--- src/rtl/divider_pkg.sv ---
// Shared types and helpers for the sequential divider.
//   state_t     : controller states (IDLE, CALC, DONE)
//   cnt_width() : width of the CALC step counter, clog2(N/K+1)
//   twos_neg()  : two's-complement negation on a MAX_W-bit container
//   magnitude() : conditional negation, used for operand magnitudes and
//                 for sign-correcting results
// Callers zero-extend into MAX_W bits and size-cast the result back to N.
package divider_pkg;

    typedef enum logic [1:0] {
        IDLE = 2'd0,
        CALC = 2'd1,
        DONE = 2'd2
    } state_t;

    localparam int MAX_W = 64;

    function automatic int cnt_width(input int n, input int k);
        return $clog2(n / k + 1);
    endfunction

    function automatic logic [MAX_W-1:0] twos_neg(input logic [MAX_W-1:0] x);
        return ~x + MAX_W'(1);
    endfunction

    function automatic logic [MAX_W-1:0] magnitude(input logic [MAX_W-1:0] x,
                                                   input logic            neg);
        return neg ? twos_neg(x) : x;
    endfunction

endpackage

--- src/rtl/seq_divider_if.sv ---
// Request/result bundle between the control FSM and seq_divider.
//   i_start, i_signed, i_dividend, i_divisor : operation request
//   o_busy, o_finished                       : handshake status
//   o_quotient, o_remainder                  : results, valid while o_finished
//   o_div_zero, o_overflow                   : flags, valid while o_finished
// master: requester side.  slave: divider side.
interface seq_divider_if #(
    parameter int N = 8
);
    logic         i_start;
    logic         i_signed;
    logic [N-1:0] i_dividend;
    logic [N-1:0] i_divisor;
    logic         o_busy;
    logic         o_finished;
    logic [N-1:0] o_quotient;
    logic [N-1:0] o_remainder;
    logic         o_div_zero;
    logic         o_overflow;

    modport master (
        output i_start, i_signed, i_dividend, i_divisor,
        input  o_busy, o_finished, o_quotient, o_remainder, o_div_zero, o_overflow
    );

    modport slave (
        input  i_start, i_signed, i_dividend, i_divisor,
        output o_busy, o_finished, o_quotient, o_remainder, o_div_zero, o_overflow
    );
endinterface

--- src/rtl/divider_step.sv ---
// One combinational restoring-division step.
//   rem_in  : partial remainder (N+1 bits, always < divisor on entry)
//   bit_in  : next dividend bit, MSB first
//   divisor : divisor magnitude
//   rem_out : updated partial remainder
//   q_bit   : quotient bit resolved by this step
module divider_step #(
    parameter int N = 8
) (
    input  logic [N:0]   rem_in,
    input  logic         bit_in,
    input  logic [N-1:0] divisor,
    output logic [N:0]   rem_out,
    output logic         q_bit
);
    // One spare bit so the shift can never wrap before the compare.
    logic [N+1:0] shifted;
    logic [N+1:0] dext;

    always_comb begin
        shifted = {rem_in, bit_in};
        dext    = {2'b00, divisor};
        q_bit   = (shifted >= dext);
        // Result is < divisor, so it always fits back in N+1 bits.
        rem_out = (N+1)'(q_bit ? (shifted - dext) : shifted);
    end
endmodule

--- src/rtl/seq_divider.sv ---
// Multi-cycle signed/unsigned divider, K quotient bits per clock.
// Ports:
//   i_clock : rising-edge clock
//   i_reset : synchronous active-high reset, aborts any operation
//   bus     : seq_divider_if.slave request/result bundle
// Parameters: N operand width (>=2), K bits per cycle (must divide N).
// Optional build macro DIVIDER_EARLY_EXIT_EN: finish in one cycle when
// |dividend| < |divisor|; otherwise such operands take the full N/K cycles
// and give the same result.
// Division-by-zero and signed most-negative/-1 always finish in one cycle.
module seq_divider
    import divider_pkg::*;
#(
    parameter int N = 8,
    parameter int K = 1
) (
    input  logic          i_clock,
    input  logic          i_reset,
    seq_divider_if.slave  bus
);
    localparam int STEPS = N / K;
    localparam int CW    = cnt_width(N, K);
    localparam logic [CW-1:0] LAST = CW'(STEPS - 1);

    if (N < 2 || K < 1 || (N % K) != 0 || N > MAX_W) begin : g_param_err
        $error("seq_divider: need N>=2, N<=64, K>=1 and K dividing N");
    end

    state_t         state, state_n;
    logic [CW-1:0]  cnt;
    logic [N:0]     rem_q;      // partial remainder
    logic [N-1:0]   dvd_q;      // dividend bits out at MSB, quotient bits in at LSB
    logic [N-1:0]   dvs_q;      // divisor magnitude
    logic           q_neg;
    logic           r_neg;
    logic [N-1:0]   quotient;
    logic [N-1:0]   remainder;
    logic           div_zero;
    logic           overflow;

    // ---- accept-time decode ----
    logic         accept;
    logic         a_neg, b_neg;
    logic [N-1:0] mag_a, mag_b;
    logic         is_zero, is_ovf, is_early, shortcut;

    assign accept  = bus.i_start && (state != CALC);
    assign a_neg   = bus.i_signed & bus.i_dividend[N-1];
    assign b_neg   = bus.i_signed & bus.i_divisor[N-1];
    assign mag_a   = N'(magnitude(MAX_W'(bus.i_dividend), a_neg));
    assign mag_b   = N'(magnitude(MAX_W'(bus.i_divisor),  b_neg));
    assign is_zero = (bus.i_divisor == '0);
    assign is_ovf  = bus.i_signed && (bus.i_dividend == {1'b1, {(N-1){1'b0}}})
                     && (bus.i_divisor == '1);
`ifdef DIVIDER_EARLY_EXIT_EN
    // Magnitude compare: quotient is 0 and remainder is the dividend itself.
    assign is_early = !is_zero && (mag_a < mag_b);
`else
    assign is_early = 1'b0;
`endif
    assign shortcut = is_zero | is_ovf | is_early;

    // ---- K-step restoring chain ----
    logic [K:0][N:0] rem_chain;
    logic [K-1:0]    q_bits;
    logic [N-1:0]    dvd_next;
    logic [N-1:0]    q_fin, r_fin;

    assign rem_chain[0] = rem_q;

    for (genvar j = 0; j < K; j++) begin : g_step
        divider_step #(.N(N)) u_step (
            .rem_in  (rem_chain[j]),
            .bit_in  (dvd_q[N-1-j]),
            .divisor (dvs_q),
            .rem_out (rem_chain[j+1]),
            .q_bit   (q_bits[K-1-j])
        );
    end

    assign dvd_next = (dvd_q << K) | N'(q_bits);
    assign q_fin    = N'(magnitude(MAX_W'(dvd_next), q_neg));
    assign r_fin    = N'(magnitude(MAX_W'(N'(rem_chain[K])), r_neg));

    // ---- controller ----
    always_ff @(posedge i_clock) begin
        if (i_reset) state <= IDLE;
        else         state <= state_n;
    end

    always_comb begin
        state_n = state;
        unique case (state)
            IDLE, DONE: if (accept) state_n = shortcut ? DONE : CALC;
            CALC:       if (cnt == LAST) state_n = DONE;
            default:    state_n = IDLE;
        endcase
    end

    // ---- datapath / result registers ----
    always_ff @(posedge i_clock) begin
        if (i_reset) begin
            cnt       <= '0;
            rem_q     <= '0;
            dvd_q     <= '0;
            dvs_q     <= '0;
            q_neg     <= 1'b0;
            r_neg     <= 1'b0;
            quotient  <= '0;
            remainder <= '0;
            div_zero  <= 1'b0;
            overflow  <= 1'b0;
        end else if (accept) begin
            cnt      <= '0;
            rem_q    <= '0;
            dvd_q    <= mag_a;
            dvs_q    <= mag_b;
            q_neg    <= a_neg ^ b_neg;
            r_neg    <= a_neg;
            div_zero <= is_zero;
            overflow <= is_ovf;
            if (is_zero) begin
                quotient  <= '1;
                remainder <= bus.i_dividend;
            end else if (is_ovf) begin
                quotient  <= {1'b1, {(N-1){1'b0}}};
                remainder <= '0;
            end else if (is_early) begin
                quotient  <= '0;
                remainder <= bus.i_dividend;
            end else begin
                quotient  <= '0;
                remainder <= '0;
            end
        end else if (state == CALC) begin
            cnt   <= cnt + CW'(1);
            rem_q <= rem_chain[K];
            dvd_q <= dvd_next;
            if (cnt == LAST) begin
                quotient  <= q_fin;
                remainder <= r_fin;
            end
        end
    end

    assign bus.o_busy      = (state == CALC);
    assign bus.o_finished  = (state == DONE);
    assign bus.o_quotient  = quotient;
    assign bus.o_remainder = remainder;
    assign bus.o_div_zero  = div_zero;
    assign bus.o_overflow  = overflow;
endmodule
--- src/flat_wrapper.sv ---
// flat-port wrapper written by rule: the top's interface ports become plain ports
module seq_divider_flat import divider_pkg::*;
#(
    parameter int N = 8,
    parameter int K = 1
)
  (i_clock, i_reset, bus_i_start, bus_i_signed, bus_i_dividend, bus_i_divisor, bus_o_busy, bus_o_finished, bus_o_quotient, bus_o_remainder, bus_o_div_zero, bus_o_overflow);
  seq_divider_if #(.N(N)) bus_i ();
  input  logic i_clock;
  input  logic i_reset;
  input wire logic [$bits(bus_i.i_start)-1:0] bus_i_start;
  input wire logic [$bits(bus_i.i_signed)-1:0] bus_i_signed;
  input wire logic [$bits(bus_i.i_dividend)-1:0] bus_i_dividend;
  input wire logic [$bits(bus_i.i_divisor)-1:0] bus_i_divisor;
  output wire logic [$bits(bus_i.o_busy)-1:0] bus_o_busy;
  output wire logic [$bits(bus_i.o_finished)-1:0] bus_o_finished;
  output wire logic [$bits(bus_i.o_quotient)-1:0] bus_o_quotient;
  output wire logic [$bits(bus_i.o_remainder)-1:0] bus_o_remainder;
  output wire logic [$bits(bus_i.o_div_zero)-1:0] bus_o_div_zero;
  output wire logic [$bits(bus_i.o_overflow)-1:0] bus_o_overflow;
  assign bus_i.i_start = bus_i_start;
  assign bus_i.i_signed = bus_i_signed;
  assign bus_i.i_dividend = bus_i_dividend;
  assign bus_i.i_divisor = bus_i_divisor;
  assign bus_o_busy = bus_i.o_busy;
  assign bus_o_finished = bus_i.o_finished;
  assign bus_o_quotient = bus_i.o_quotient;
  assign bus_o_remainder = bus_i.o_remainder;
  assign bus_o_div_zero = bus_i.o_div_zero;
  assign bus_o_overflow = bus_i.o_overflow;
  seq_divider #(.N(N), .K(K)) u_core (.i_clock(i_clock), .i_reset(i_reset), .bus(bus_i));
endmodule
--- config.mk ---
export PLATFORM = sky130hd
export DESIGN_NAME = seq_divider_flat
export DESIGN_NICKNAME = d
export VERILOG_FILES = /design/src/rtl/divider_pkg.sv /design/src/rtl/seq_divider_if.sv /design/src/rtl/divider_step.sv /design/src/rtl/seq_divider.sv /design/src/flat_wrapper.sv
export SDC_FILE = /design/constraint.sdc
export NUM_CORES = 1
export LEC_CHECK = 0
export CAP_MARGIN = 0
export CORE_MARGIN = 2
export CORE_UTILIZATION = 30
export DETAILED_ROUTE_END_ITERATION = 10
export HOLD_SLACK_MARGIN = 0.1
export PLACE_DENSITY = 0.58
export RECOVER_POWER = 50
export SLEW_MARGIN = 20
export SYNTH_ARGS = -nofsm -noshare
export SYNTH_HDL_FRONTEND = slang
export SYNTH_SLANG_ARGS = --single-unit
--- constraint.sdc ---
create_clock -name i_clock -period 5.8 [get_ports i_clock]
set_input_delay 1.16 -clock i_clock [delete_from_list [all_inputs] [get_ports i_clock]]
set_output_delay 1.16 -clock i_clock [all_outputs]
set_load 0.05 [all_outputs]
==> impl_metrics.env, run 1 <==
export IMPL_ys_ff_latch=51
export IMPL_hold_buffers=0
export IMPL_wl_um=9290
export IMPL_rows=38
export IMPL_leakage_nw=1.49
export IMPL_grt_max_degree=40
export IMPL_power_density_nw_per_um2=278
export IMPL_synth_fp_nets=482
export IMPL_postCtsSetupBuffers=0
export IMPL_first_global_vias=3091
export IMPL_cap_violations=0
export IMPL_netlist_instances=448
export IMPL_cp_data_required_time_ns=6.01
export IMPL_min_period_ns=3.94
export IMPL_yosys_area_top_type="dfxtp_1"
export IMPL_grt_antenna_before_repair=0
export IMPL_vias=3235
export IMPL_nNetsFinal=503
export IMPL_syn_area_per_cell_sq_um=7.57
export IMPL_stdcell_count=610
export IMPL_diodes=0
export IMPL_io_pins=40
export IMPL_crit_chain="dlygate4sd3_1 -> nand2_1 -> clkbuf_1 -> o21ai_0 -> nand2_1 -> a21oi_1 -> nor3_1"
export IMPL_maxSlewHeadroom_pct=19.3
export IMPL_drcViolationCount=0
export IMPL_clk_pin_slew_ns=0.07
export IMPL_ys_flop_type="dfxtp_1"
export IMPL_async_reset_ff_share_pct=0
export IMPL_worst_pin_slew_ns=1.21
export IMPL_synth_area_top_cells="dfxtp_1, nor2_1, a21oi_1"
export IMPL_cts_sinks=51
export IMPL_crit_fanout=28
export IMPL_routed_wire_length_per_instance_um=15.2
export IMPL_synth_top_area_share_pct=30.1
export IMPL_regArea_sq_um=1020
export IMPL_yosys_cell_types_count=57
export IMPL_ant_nets=0
export IMPL_nFillCells=1150
export IMPL_grt_pass1_wl_um=15600
export IMPL_end_kind="flip-flop"
export IMPL_dp_cells=602
export IMPL_fmax_mhz=254
export IMPL_yosys_top_cells_count="nor2_1, dfxtp_1, a21oi_1"
export IMPL_io_buffer_count=39
export IMPL_finalSetupTns_ns=0
export IMPL_insertion_delay_ns=0.29
export IMPL_worstSetupStartpointType="input port"
export IMPL_initialDrtViolationCount=149
export IMPL_dieHeight_um=110
export IMPL_crit_slowest_cell="clkbuf_1"
export IMPL_syn2layout_area_growth_pct=18.7
export IMPL_drive_gt1_share_pct=4.68
export IMPL_grt_usage_pct=16.3
export IMPL_cp_common_cell="nand2_1"
export IMPL_fin_crit_sh_pct=67.9
export IMPL_cts_buffer_depth=2
export IMPL_avgViaCountPerCell=5.30
export IMPL_worst_clock_skew_ns=0.00392
export IMPL_cts_max_level=2
export IMPL_hold_viol=0
export IMPL_maxSlewViolCount=0
export IMPL_setup_viol=0
export IMPL_drt_first_pass_iters=4
export IMPL_dp_hpwl_um=7040
export IMPL_clockRootBuffer="clkbuf_16"
export IMPL_grt_ovfl_total=0
export IMPL_min_path_type="reg -> reg"
export IMPL_place_congestion=0.896
export IMPL_critPathMaxStageDelay_ns=0.90
export IMPL_multiInputGateArea_sq_um=2180
export IMPL_netlist_area_sq_um=3390
export IMPL_fp_coreArea_sq_um=10900
export IMPL_peakVddDrop_mv=0.122
export IMPL_ys_seq_area_share_pct=30.1
export IMPL_setup_slack_ns=1.86
export IMPL_synth_edf_count=0
export IMPL_grt_setup_unrepaired="false"
export IMPL_die_area_sq_um=12200
export IMPL_synth_most_common_cell="nor2_1"
export IMPL_synth_warnings=0
export IMPL_crit_arrival_ns=4.15
export IMPL_crit_type="in -> reg"
export IMPL_post_cts_resized=0
export IMPL_die_w_um=110
export IMPL_final_util_pct=36.8
export IMPL_initial_utilization_pct=31.0
export IMPL_cts_tree="built"
export IMPL_pre_cts_ws_ns=2.15
export IMPL_cts_made_buffers=5
export IMPL_status="finished clean"
## stage by stage
step | hold slack (ns) | total power [mW] | area, sq um
5_1_grt | 0.495 | 1.19 | 4030
6_report | 0.461 | 1.12 | 4030
3_5_place_dp | 0.457 | 0.812 | 3870
4_1_cts | 0.467 | 1.13 | 4030
2_1_floorplan | 0.436 | 0.713 | 3390
3_3_place_gp | 0.455 | 0.808 | 3870
## kinds of logic (layout without fill, tap and decap cells)
group,count (synthesis),count (layout),share of synthesized area [%]
buf+inv,48,70,5.60
mux,9,9,2.69
fa+ha+maj,14,14,5.38
xor+xnor,26,26,6.93
simple gates,180,180,25.6
compound gates,120,120,23.7
flops,51,51,30.1
## worst max-delay path: cells and delay by family
family,cells,cell delay [ns]
buffers and inverters,2,1.69
and+or+nand+nor,3,0.66
AOI/OAI and AO/OA,2,0.63
## flip-flops by register name (all words and copies together), names as in the netlist
name and flops:
u_core.dvd_q 8, u_core.bus.o_quotient 8, u_core.r_neg 1, u_core.rem_q 9, u_core.cnt 4, u_core.q_neg 1, u_core.state 2, u_core.bus.o_div_zero 1
u_core.bus.o_overflow 1, u_core.bus.o_remainder 8, u_core.dvs_q 8
## layer usage
metal	track usage, %	wire length, um	up-vias
li1	-	-	1656
met1	21.7	4280	1499
met2	27.1	4520	65
met3	2.12	319	15
met4	5.18	169	0
met5	0	0	-
## layout make-up
type / instances / share of cell area, %
Clock buffer: 7 / 3.79
Clock inverter: 1 / 0.186
Inverter: 19 / 1.77
Multi-Input combinational cell: 349 / 54.2
Sequential cell: 51 / 25.4
Tap cell: 140 / 4.35
Timing Repair Buffer: 43 / 10.3
## cell usage in the layout, fill, tap and decap left out, drive strengths merged, types with 3 or more instances in the layout
cell type / instances
o21a: 4
buf: 3
o31ai: 5
clkdlybuf4s50: 15
nor3: 22
mux2i: 8
nor4: 6
xnor2: 14
or3: 6
dlygate4sd3: 24
xor2: 12
inv: 19
nand3b: 6
and2: 3
o21ai: 9
a311oi: 4
nand3: 8
nand4: 5
dfxtp: 51
ha: 13
a31oi: 9
nand2: 38
a21oi: 44
o211ai: 8
nand2b: 4
clkbuf: 8
a211oi: 19
nor2: 70
nor2b: 5
## where the power goes
group / leakage (nW) / switching [mW] / internal [mW]
clock network: 0.0761 / 0.130 / 0.184
logic: 0.999 / 0.257 / 0.152
registers: 0.417 / 0.0231 / 0.372
## final timing paths
| path | from | slack, ns | cells after the start | end |
|---|---|---|---|---|
| max | bus_i_start | 1.86 | 7 | u_core.bus.o_quotient[5]$_SDFFE_PP0P_ |
| min | u_core.dvs_q[7]$_SDFFE_PP0P_ | 0.46 | 2 | u_core.dvs_q[7]$_SDFFE_PP0P_ |
| max reg2reg | u_core.dvd_q[7]$_SDFFE_PP0P_ | 2.36 | 15 | u_core.bus.o_quotient[6]$_SDFFE_PP0P_ |
| min reg2reg | u_core.dvs_q[7]$_SDFFE_PP0P_ | 0.46 | 2 | u_core.dvs_q[7]$_SDFFE_PP0P_ |
Power figures use the tool's default switching activity.
==> run 2, diff against run 1 <==
Settings changed: PLACE_DENSITY 0.58 to 0.6.
Clock period 5.8 ns to 3.58 ns, I/O delays scaled along.
==> impl_metrics.env, run 2 (synthesis results as in run 1) <==
export IMPL_status="finished clean"
export IMPL_setup_slack_ns=0.520
export IMPL_dp_cells=609
export IMPL_worstHoldPathCells=2
export IMPL_grt_pass1_wl_um=15800
export IMPL_r2r_start="u_core.dvd_q[7]$_SDFFE_PP0P_"
export IMPL_reg2reg_slack_ns=0.67
export IMPL_fmax_mhz=327
export IMPL_worst_pin_slew_ns=0.942
export IMPL_grt_usage_pct=16.8
export IMPL_drcViolationCount=0
export IMPL_clockRootBuffer="clkbuf_16"
export IMPL_hold_ws_ns=0.470
export IMPL_power_frac_comb_pct=35.7
export IMPL_grt_ovfl_total=0
export IMPL_grt_antenna_before_repair=0
export IMPL_power_density_nw_per_um2=461
export IMPL_cts_made_buffers=5
export IMPL_dp_hpwl_um=7220
export IMPL_die_area_sq_um=12200
export IMPL_dieHeight_um=110
export IMPL_finalSetupTns_ns=0
export IMPL_p_total_mw=1.87
export IMPL_placed_cell_area_sq_um=3920
export IMPL_fin_area_sq_um=4060
export IMPL_fp_coreArea_sq_um=10900
export IMPL_worst_clock_skew_ns=0.00441
export IMPL_io_pins=40
export IMPL_wl_um=9610
export IMPL_maxSlewViolCount=0
export IMPL_min_from="u_core.dvs_q[0]$_SDFFE_PP0P_"
export IMPL_crit_path_start="bus_i_start"
export IMPL_vias=3287
export IMPL_min_period_ns=3.06
export IMPL_cts_tree="built"
export IMPL_initialDrtViolationCount=136
export IMPL_diodes=0
export IMPL_peakVddDrop_mv=0.183
export IMPL_post_cts_resized=0
export IMPL_drt_first_pass_iters=4
export IMPL_cts_buffer_depth=2
export IMPL_grt_max_degree=39
export IMPL_clock_power_share_pct=30.1
export IMPL_pre_cts_ws_ns=0.525
export IMPL_leakage_nw=1.52
export IMPL_postCtsSetupBuffers=0
export IMPL_largest_register_ffs=9
export IMPL_switching_power_uw=667
export IMPL_avgViaCountPerCell=5.33
export IMPL_cts_max_level=2
export IMPL_place_congestion=0.858
export IMPL_grt_setup_unrepaired="false"
export IMPL_final_cell_mix="nor2_1, dfxtp_1, a21oi_1"
export IMPL_insertion_delay_ns=0.29
export IMPL_fin_crit_sh_pct=85.5
export IMPL_min_path_type="reg -> reg"
export IMPL_cap_violations=0
export IMPL_rows=38
export IMPL_syn2layout_area_growth_pct=19.5
export IMPL_crit_fanout=19
export IMPL_maxSlewHeadroom_pct=37.2
export IMPL_regMostFlops="u_core.rem_q"
export IMPL_final_util_pct=37.1
export IMPL_routed_wire_length_per_instance_um=15.6
export IMPL_nNetsFinal=510
export IMPL_crit_arrival_ns=3.28
export IMPL_cp_data_required_time_ns=3.80
export IMPL_initial_utilization_pct=31.0
export IMPL_stdcell_count=617
export IMPL_setup_viol=0
export IMPL_drive_gt1_share_pct=5.24
export IMPL_crit_type="in -> reg"
export IMPL_cts_sinks=51
export IMPL_hold_buffers=0
export IMPL_first_global_vias=3193
export IMPL_end_kind="flip-flop"
export IMPL_clk_pin_slew_ns=0.07
export IMPL_final_common_cell="nor2_1"
export IMPL_ant_nets=0
export IMPL_p_seq_share_pct=34.2
export IMPL_io_buffer_count=39
export IMPL_hold_viol=0
export IMPL_rr_worst_depth=12
export IMPL_r2r_end="u_core.bus.o_remainder[7]$_SDFFE_PP0P_"
export IMPL_die_w_um=110
export IMPL_whs_endpoint="u_core.dvs_q[0]$_SDFFE_PP0P_"
export IMPL_p_int_mw=1.20
export IMPL_swShare_pct=35.6
export IMPL_worstSetupStartpointType="input port"
==> run 2: cell types whose count changed in the layout (fill, tap and decap cells not counted), sizes merged <==
cell | previous run | this run
clkbuf | 8 | 9
clkdlybuf4s50 | 15 | 18
clkinv | 0 | 1
buf | 3 | 8
bufinv | 0 | 1
dlygate4sd3 | 24 | 21
clkinvlp | 1 | 0
==> run 2: routing by layer <==
layer,track usage (%),vias to the layer above,share of wire (%)
li1,-,1668,-
met1,21.3,1547,45
met2,28.7,59,50
met3,3.00,13,3.6
met4,5.36,0,1.4
met5,0,-,0
==> run 2: area by class of cell <==
cell class,count,area [sq um]
fillers,1135,6880
multi-input cells,349,2150
flip-flops and latches,51,1020
repair buffers,50,462
well taps,140,175
clock buffers,6,139
inverters,19,71.3
clock inverters,2,35.0
==> run 2: power by group through the flow <==
stage | Combinational (mW) | Sequential [mW] | Clock (mW)
after detailed placement | 0.679 | 0.654 | 0
after CTS | 0.684 | 0.641 | 0.572
after global routing | 0.745 | 0.644 | 0.592
final | 0.668 | 0.640 | 0.563
after global placement | 0.674 | 0.653 | 0
after floorplan | 0.485 | 0.670 | 0
==> run 2: worst max-delay path, stage by stage <==
cell and delay [ns]:
clkdlybuf4s50_1 0.48, clkbuf_1 0.61, and2_0 0.58, clkbuf_1 0.50, nand2_1 0.10, a21o_1 0.18
a21oi_1 0.11
==> run 2: how the worst max path moves through the flow <==
stage	to	slack, ns	cells past startpoint
floorplan	u_core.bus.o_quotient[6]$_SDFFE_PP0P_	0.82	16
global placement	u_core.bus.o_remainder[1]$_SDFFE_PP0P_	0.66	8
detailed placement	u_core.bus.o_remainder[3]$_SDFFE_PP0P_	0.52	8
CTS	u_core.bus.o_remainder[7]$_SDFFE_PP0P_	0.73	12
global route	u_core.dvs_q[7]$_SDFFE_PP0P_	0.29	7
finish	u_core.dvs_q[7]$_SDFFE_PP0P_	0.52	7
==> run 3, diff against run 2 <==
Settings changed: CELL_PAD_IN_SITES_DETAIL_PLACEMENT from default to 0, CELL_PAD_IN_SITES_GLOBAL_PLACEMENT from default to 2, PLACE_DENSITY 0.6 to 0.87, SYNTH_HIERARCHICAL from default to 1.
==> impl_metrics.env, run 3 <==
export IMPL_dieHeight_um=109
export IMPL_clockRootBuffer="clkbuf_8"
export IMPL_wl_um=9200
export IMPL_place_congestion=0.818
export IMPL_ant_nets=0
export IMPL_cts_max_level=2
export IMPL_yosys_area_top_type="dfxtp_1"
export IMPL_netlist_instances=422
export IMPL_crit_slowest_cell="nor4_1"
export IMPL_vias=3159
export IMPL_peakVddDrop_mv=0.151
export IMPL_final_cell_mix="nand2_1, dfxtp_1, nor2_1"
export IMPL_min_path_type="reg -> reg"
export IMPL_diodes=0
export IMPL_syn_area_per_cell_sq_um=7.88
export IMPL_grt_pass1_wl_um=15400
export IMPL_worstSetupStartpointType="input port"
export IMPL_cts_tree="built"
export IMPL_ys_ff_latch=51
export IMPL_cap_violations=0
export IMPL_crit_type="in -> reg"
export IMPL_setup_viol=0
export IMPL_power_frac_comb_pct=45.2
export IMPL_cts_made_buffers=5
export IMPL_io_buffer_count=39
export IMPL_synth_area_top_cells="dfxtp_1, nand2_1, a21oi_1"
export IMPL_fmax_mhz=303
export IMPL_grt_antenna_before_repair=0
export IMPL_drt_first_pass_iters=4
export IMPL_drcViolationCount=0
export IMPL_post_cts_resized=0
export IMPL_status="finished clean"
export IMPL_fin_crit_sh_pct=92.1
export IMPL_synth_most_common_cell="nand2_1"
export IMPL_synth_warnings=6
export IMPL_clock_power_share_pct=19.6
export IMPL_switching_power_uw=739
export IMPL_yosys_top_cells_count="nand2_1, dfxtp_1, nor2_1"
export IMPL_leakage_nw=1.46
export IMPL_syn2layout_area_growth_pct=19.3
export IMPL_cts_sinks=51
export IMPL_critPathMaxStageDelay_ns=1.04
export IMPL_swShare_pct=39.6
export IMPL_cpLargestDelayFamily="simple AND/OR/NAND/NOR gates"
export IMPL_netlist_area_sq_um=3330
export IMPL_crit_chain="clkdlybuf4s50_1 -> inv_1 -> ha_1 -> or3b_1 -> nor4_1 -> a21oi_1 -> a211oi_2"
export IMPL_avgViaCountPerCell=5.28
export IMPL_min_period_ns=3.30
export IMPL_synth_edf_count=0
export IMPL_cts_buffer_depth=2
export IMPL_yosys_cell_types_count=65
export IMPL_grt_setup_unrepaired="false"
export IMPL_crit_arrival_ns=3.53
export IMPL_maxSlewViolCount=0
export IMPL_ys_seq_area_share_pct=30.7
export IMPL_clk_pin_slew_ns=0.09
export IMPL_synth_fp_nets=457
export IMPL_first_global_vias=2992
export IMPL_worst_clock_skew_ns=0.00678
export IMPL_synth_top_area_share_pct=30.7
export IMPL_die_w_um=109
export IMPL_nNetsFinal=492
export IMPL_grt_ovfl_total=0
export IMPL_power_density_nw_per_um2=471
export IMPL_grt_usage_pct=16.5
export IMPL_rows=38
export IMPL_initialDrtViolationCount=177
export IMPL_crit_fanout=8
export IMPL_regMostFlops="u_core/rem_q"
export IMPL_crit_buf_inv=2
export IMPL_maxSlewHeadroom_pct=13.8
export IMPL_end_kind="flip-flop"
export IMPL_insertion_delay_ns=0.31
export IMPL_drive_gt1_share_pct=8.30
export IMPL_fp_coreArea_sq_um=10800
export IMPL_async_reset_ff_share_pct=0
export IMPL_largest_register_ffs=9
export IMPL_routed_wire_length_per_instance_um=15.4
export IMPL_final_common_cell="nand2_1"
export IMPL_ys_flop_type="dfxtp_1"
export IMPL_dp_hpwl_um=7110
export IMPL_io_pins=40
export IMPL_grt_max_degree=40
export IMPL_initial_utilization_pct=30.7
export IMPL_cp_data_required_time_ns=3.81
export IMPL_p_seq_share_pct=35.3
export IMPL_final_util_pct=36.6
export IMPL_finalSetupTns_ns=0
export IMPL_worst_pin_slew_ns=1.28
export IMPL_p_int_mw=1.13
export IMPL_die_area_sq_um=11900
export IMPL_hold_viol=0
[run 3: kinds of logic (layout without fill, tap and decap cells)]
family	after synthesis	in the layout	synth area share (%)
DFF	51	51	30.7
xor gates and xnor gates	20	20	5.27
buffers and inverters	49	85	5.94
and+or+nand+nor	165	165	26.0
muxes	9	9	2.75
AOI/OAI and AO/OA	113	113	23.5
adders and majority gates	15	15	5.87
[run 3: power groups by stage]
stage | sequential, mW | clock (mW) | combinational [mW]
6_report | 0.659 | 0.366 | 0.844
5_1_grt | 0.666 | 0.403 | 0.940
4_1_cts | 0.659 | 0.378 | 0.857
3_5_place_dp | 0.673 | 0 | 0.855
3_3_place_gp | 0.672 | 0 | 0.848
2_1_floorplan | 0.714 | 0 | 0.570
[run 3: worst paths after layout]
kind                                      startpoint                                endpoint  slack (ns)  depth (start not counted)
setup / recovery                    bus_i_divisor[0]  u_core/bus.o_remainder[1]$_SDFFE_PP0P_        0.28                          7
setup reg to reg        u_core/dvd_q[7]$_SDFFE_PP0P_  u_core/bus.o_remainder[6]$_SDFFE_PP0P_        0.29                         14
hold / removal    u_core/bus.o_overflow$_SDFFE_PP0P_      u_core/bus.o_overflow$_SDFFE_PP0P_        0.46                          2
hold reg to reg   u_core/bus.o_overflow$_SDFFE_PP0P_      u_core/bus.o_overflow$_SDFFE_PP0P_        0.46                          2
[run 3: timing repair]
item | CTS | global route
setup buffers | 0 | 0
setup endpoints to repair | 0 | 1
hold buffers | 0 | 0
[run 3: per-layer routing]
metal	wire (um)	up-vias	global-route usage, %
met3	499	14	2.90
met2	4090	77	25.2
met1	4430	1489	23.9
met5	0	-	0
li1	-	1579	-
met4	178	0	4.52
[run 3: worst reg2reg max path: cells and delay by family, from the launching register on]
family,cells,cell delay [ns]
compound gates,2,0.36
fa+ha+maj,3,0.76
buf+inv,3,0.19
flops,1,0.31
mux,2,0.35
simple gates,4,1.22
[run 3: metrics by stage]
step	power (mW)	cell area, sq um	setup WS [ns]	std cells	hold WS, ns
after floorplan	1.28	3330	0.331	422	0.433
after global placement	1.52	3890	0.294	590	0.444
after detailed placement	1.53	3890	0.244	590	0.446
after CTS	1.90	3990	0.225	598	0.464
after global routing	2.01	3970	0.0234	598	0.486
final	1.87	3970	0.283	598	0.458
[run 3: area by class of cell]
type                            count  area (sq um)
Sequential cell                    51          1020
Fill cell                        1166          6870
Inverter                           25          93.8
Multi-Input combinational cell    322          2100
Tap cell                          140           175
Timing Repair Buffer               52           480
Clock buffer                        8           100
